==> src/rtl/cdc_hs_pkg.sv <==
// Shared types and sizing helpers for the two-phase handshake source end.
package cdc_hs_pkg;

  typedef enum logic [1:0] {
    IDLE,
    SETUP,
    WAIT_ACK
  } hs_tx_state_t;

  localparam int SYNC_STAGES = 2;

  // Bits needed to hold values 0..maxval, never less than one.
  function automatic int cnt_width(input int maxval);
    return (maxval < 1) ? 1 : $clog2(maxval + 1);
  endfunction

endpackage

==> src/rtl/cdc_data.sv <==
// Two-stage synchronizer for slow, level-encoded signals entering the clk domain.
module cdc_data #(
  parameter int WIDTH = 1
) (
  input  logic             clk,
  input  logic             nrst,
  input  logic [WIDTH-1:0] d,
  output logic [WIDTH-1:0] q
);

  logic [WIDTH-1:0] meta_reg;
  logic [WIDTH-1:0] sync_reg;

  always_ff @(posedge clk) begin
    if (!nrst) begin
      meta_reg <= '0;
      sync_reg <= '0;
    end else begin
      meta_reg <= d;
      sync_reg <= meta_reg;
    end
  end

  assign q = sync_reg;

endmodule

==> src/rtl/cdc_hs_tx.sv <==
// Source end of a toggle req/ack crossing: holds a word on tx_data, toggles
// tx_req after a setup delay and waits for the destination's mirrored ack.
module cdc_hs_tx
  import cdc_hs_pkg::*;
#(
  parameter int WIDTH        = 32,
  parameter int SETUP_CYCLES = 1,
  parameter int TIMEOUT      = 0
) (
  input  logic             clk,
  input  logic             nrst,
  input  logic [WIDTH-1:0] in_data,
  input  logic             in_valid,
  output logic             in_ready,
  output logic [WIDTH-1:0] tx_data,
  output logic             tx_req,
  input  logic             ack_async,
  output logic             busy,
  output logic             timeout
);

  localparam int SW = cnt_width(SETUP_CYCLES - 1);
  localparam int TW = cnt_width(TIMEOUT);

  hs_tx_state_t     state_reg, state_next;
  logic [WIDTH-1:0] data_reg;
  logic             req_reg;
  logic             ready_reg;
  logic             timeout_reg;
  logic [SW-1:0]    setup_cnt_reg;
  logic [TW-1:0]    wait_cnt_reg;
  logic             ack_s;

  cdc_data #(.WIDTH(1)) ack_SYNC_ATTR (
    .clk  (clk),
    .nrst (nrst),
    .d    (ack_async),
    .q    (ack_s)
  );

  // Capture is gated by the registered ready so nothing is taken on the release edge.
  always_comb begin
    state_next = state_reg;
    case (state_reg)
      IDLE:     if (in_valid && ready_reg) state_next = SETUP;
      SETUP:    if (setup_cnt_reg == '0) state_next = WAIT_ACK;
      WAIT_ACK: if (ack_s == req_reg) state_next = IDLE;
      default:  state_next = IDLE;
    endcase
  end

  always_ff @(posedge clk) begin
    if (!nrst) begin
      state_reg     <= IDLE;
      data_reg      <= '0;
      req_reg       <= 1'b0;
      ready_reg     <= 1'b0;
      timeout_reg   <= 1'b0;
      setup_cnt_reg <= '0;
      wait_cnt_reg  <= '0;
    end else begin
      state_reg   <= state_next;
      ready_reg   <= (state_next == IDLE);
      timeout_reg <= 1'b0;
      case (state_reg)
        IDLE: begin
          if (in_valid && ready_reg) begin
            data_reg      <= in_data;
            setup_cnt_reg <= SW'(SETUP_CYCLES - 1);
          end
        end
        SETUP: begin
          if (setup_cnt_reg == '0) begin
            req_reg      <= ~req_reg;
            wait_cnt_reg <= '0;
          end else begin
            setup_cnt_reg <= setup_cnt_reg - 1'b1;
          end
        end
        WAIT_ACK: begin
          // Saturate at TIMEOUT; the pulse fires only on the step into it.
          if (TIMEOUT != 0 && wait_cnt_reg != TW'(TIMEOUT)) begin
            wait_cnt_reg <= wait_cnt_reg + 1'b1;
            timeout_reg  <= (wait_cnt_reg == TW'(TIMEOUT - 1));
          end
        end
        default: ;
      endcase
    end
  end

  assign in_ready = ready_reg;
  assign tx_data  = data_reg;
  assign tx_req   = req_reg;
  assign busy     = (state_reg != IDLE);
  assign timeout  = timeout_reg;

endmodule

==> config.mk <==
export PLATFORM = sky130hd
export DESIGN_NAME = cdc_hs_tx
export DESIGN_NICKNAME = d
export VERILOG_FILES = /design/src/rtl/cdc_hs_pkg.sv /design/src/rtl/cdc_data.sv /design/src/rtl/cdc_hs_tx.sv
export SDC_FILE = /design/constraint.sdc
export NUM_CORES = 1
export LEC_CHECK = 0
export ABC_CLOCK_PERIOD_IN_PS = 1400
export BUFFER_PORTS_ARGS = -buffer_cell sky130_fd_sc_hd__buf_4
export CAP_MARGIN = 40
export CORE_MARGIN = 2
export CORE_UTILIZATION = 45
export CTS_CLUSTER_SIZE = 10
export DETAILED_ROUTE_END_ITERATION = 10
export GPL_TIMING_DRIVEN = 0
export PLACE_DENSITY = 0.86
export SLEW_MARGIN = 20
export SYNTH_ARGS = -nofsm -noshare
export SYNTH_HDL_FRONTEND = slang
export SYNTH_HIERARCHICAL = 1
export SYNTH_SLANG_ARGS = --single-unit
==> constraint.sdc <==
create_clock -name clk -period 1.4 [get_ports clk]
set_input_delay 0.07 -clock clk [delete_from_list [all_inputs] [get_ports clk]]
set_output_delay 0.07 -clock clk [all_outputs]
set_load 0.05 [all_outputs]
==> key figures <==
Logic synthesis
  • Post-synthesis cell type count: 20
  • #FFs+latches synth: 38
  • Ys Warns: 6
  • Mean Syn Cell Area: 10.15 um^2
  • Post-synth top area share: 0.4568
  • Register area share after synthesis: 0.4568
  • Post-Synthesis Cells: 164
  • Yosys top cell by area: dfxtp_1
  • Synthesized area: 1665 um^2
  • Syn nets: 200
  • Synth top area cells: dfxtp_1, nand3_2, o21ai_2, nand2_1, buf_8

Critical path
  • Worst setup endpoint: tx_data[30]
  • FF-to-FF setup slack: 0.20 ns
  • Worst EP required: 1.62 ns
  • Worst r2r dst: tx_data[4]
  • Top fanout value on the critical path: 10
  • CP Launch Type: input port
  • Type of the worst setup path: in2reg
  • Register-to-Register Path Depth: 3
  • Critical Path Start: nrst
  • Reg2Reg Launch Point: state_reg[1]
  • CP Capture Type: flop
  • CP Data Arrival Time: 1.51 ns

STA
  • Final Hold Violating Endpoints: 0
  • Clock skew: 0.003562 ns
  • Final Hold Slack: 0.01195 ns
  • Final setup viols: 0
  • Final min period: 1.299 ns
  • Final Worst Setup Slack: 0.1008 ns
  • Highest Clock Rate: 769.7 MHz
  • Setup tns final: 0 ns
  • Final Cycle Share: 0.9280
  • Slew Viols, Final: 0
  • RSZ-0062 raised after global routing: false

Pwr
  • Power per cell area: 964.0 nW/um^2
  • Switching share of power: 0.3068
  • Peak supply drop: 659.0 uV
  • Sequential power share: 0.463
  • Switching power total: 0.0007763 W
  • Leakage: 1.120 nW
  • Int Pwr: 0.001754 W
  • Gate power share: 0.263
  • Power share of the clock group: 0.274

Routing
  • Via-per-instance ratio: 4.783
  • Initial DRC count: 67
  • DRT Pass-1 Iters: 4
  • Routed Antenna Nets: 0
  • Residual DRC count: 0
  • Wire per inst: 12.73 um
  • Routed WL: 4047 um
  • Via count: 1521

Layout
  • Commonest non-fill, non-tap cell in the layout: buf_4
  • Register Area: 762.0 um^2
  • Flip-flop count of the largest register after layout: 32
  • Most frequent cells in the layout: buf_4, dfxtp_1, nand2_1
  • Layout cells sized above 1: 0.5481
  • Util after Layout: 0.7280
  • Nets: 306
  • Finished Layout Cells: 318
  • Fill cell count: 275
  • Multi-input gate area: 783.3 um^2
  • Antenna cells: 0
  • Layout Area Growth over Synthesis: 57.63%

Hold path
  • Worst hold path type: in2reg
  • Beginning of the worst hold path: in_data[5]
  • Hold path cells: 3

Placed design
  • Post-DP HPWL: 2600 um
  • Post-place setup slack: 0.2000 ns
  • Port buffer count: 70
  • Inst Count DP: 282
  • GPL Wtd Cong: 0.6589

Global routing
  • Remaining Overflow, GRT: 0
  • Initial antenna violation count: 0
  • Gr usage total: 0.2098
  • First-pass GRT wire length: 6803 um
  • Largest net degree at the start of global routing: 11
  • Number of global-route vias before repair: 1515

Job
  • Max Cap Viol: 0

Outcome
  • Status: finished, final reports clean

Floorplan
  • Die area: 4204 um^2
  • Die Y-Extent: 64.84 um
  • # rows: 22
  • Total core area: 3606 um^2
  • # IOs: 72
  • DIE WIDTH: 64.84 um
  • Initial core utilization: 0.4618

Clock network
  • Worst skew pair latency: 0.28 ns
  • Root Buffer: clkbuf_8
  • CTS tree: yes
  • Total CTS buffers: 5
  • Clock-pin slew on the worst setup and hold paths: 0.07 ns
  • CTS sink count: 38
  • H-tree levels: 2
  • Max Buffers Root-to-Sink: 2
-- repair_timing --
action | in CTS | in global routing
hold buffers | 29 | 0
endpoints found under the hold margin | 29 | 0
gates resized for setup | 0 | 4
setup buffers | 0 | 0
endpoints found under the setup margin | 0 | 19
-- synthesized netlist by cell type --
cell,count
and4bb_2,1
buf_8,3
nand3_2,28
clkbuf_1,3
nand2_1,32
dfxtp_1,38
o21ai_2,28
buf_4,1
conb_1,1
clkbuf_2,1
nor2b_1,3
nand3_1,4
xor2_1,2
and2_1,4
buf_6,2
o21ai_1,4
or2_2,1
buf_2,6
a21oi_1,1
and3b_1,1
-- worst max-delay path, cell delays in order --
cell and delay [ns]:
dlygate4sd3_1 0.53, buf_4 0.11, buf_2 0.14, buf_2 0.22, clkbuf_4 0.27, nand3_2 0.11
o21ai_2 0.06
-- how the worst min path moves through the flow --
| stage | end | slack [ns] |
|---|---|---|
| 2_1_floorplan | tx_data[0] | 0.19 |
| 3_3_place_gp | ack_SYNC_ATTR/meta_reg | 0.27 |
| 3_5_place_dp | ack_SYNC_ATTR/meta_reg | 0.28 |
| 4_1_cts | tx_data[5] | 0.004 |
| 5_1_grt | tx_data[19] | 0.02 |
| 6_report | tx_data[5] | 0.01 |
-- cell type report --
cell class                 instances  share of cell area
buffer                            16             0.04862
clock buffer                       7             0.02908
multi-input combinational        110              0.2984
sequential                        38              0.2903
tap                               48             0.02288
timing repair buffer              99              0.3108
-- power groups by stage --
stage / sequential [W] / clock (W) / combinational [W]
after floorplan: 0.00138 / 0 / 0.000210
after global placement: 0.00119 / 0 / 0.000595
after detailed placement: 0.00120 / 0 / 0.000597
after CTS: 0.00117 / 0.000710 / 0.000663
after global routing: 0.00118 / 0.000762 / 0.000707
final: 0.00117 / 0.000693 / 0.000666
-- through the flow --
| step | instance area (um^2) | power [W] |
|---|---|---|
| 2_1_floorplan | 1667 | 0.001586 |
| 3_3_place_gp | 2252 | 0.001789 |
| 3_5_place_dp | 2252 | 0.001793 |
| 4_1_cts | 2619 | 0.002544 |
| 5_1_grt | 2625 | 0.002646 |
| 6_report | 2625 | 0.002530 |
-- kinds of logic after synthesis --
group                     share of synthesized area
and+or+nand+nor                              0.2953
xor gates and xnor gates                    0.01052
buffers and inverters                       0.07287
DFF                                          0.4568
other                                      0.002252
AOI/OAI and AO/OA                            0.1623
-- routing by layer --
layer,vias to the layer above,wire length [um],GRT usage
li1,762,-,-
met1,693,1652,0.2378
met2,55,2043,0.3750
met3,11,261,0.05208
met4,0,89,0.08245
met5,-,0,0
(Power assumes the default switching activity.)
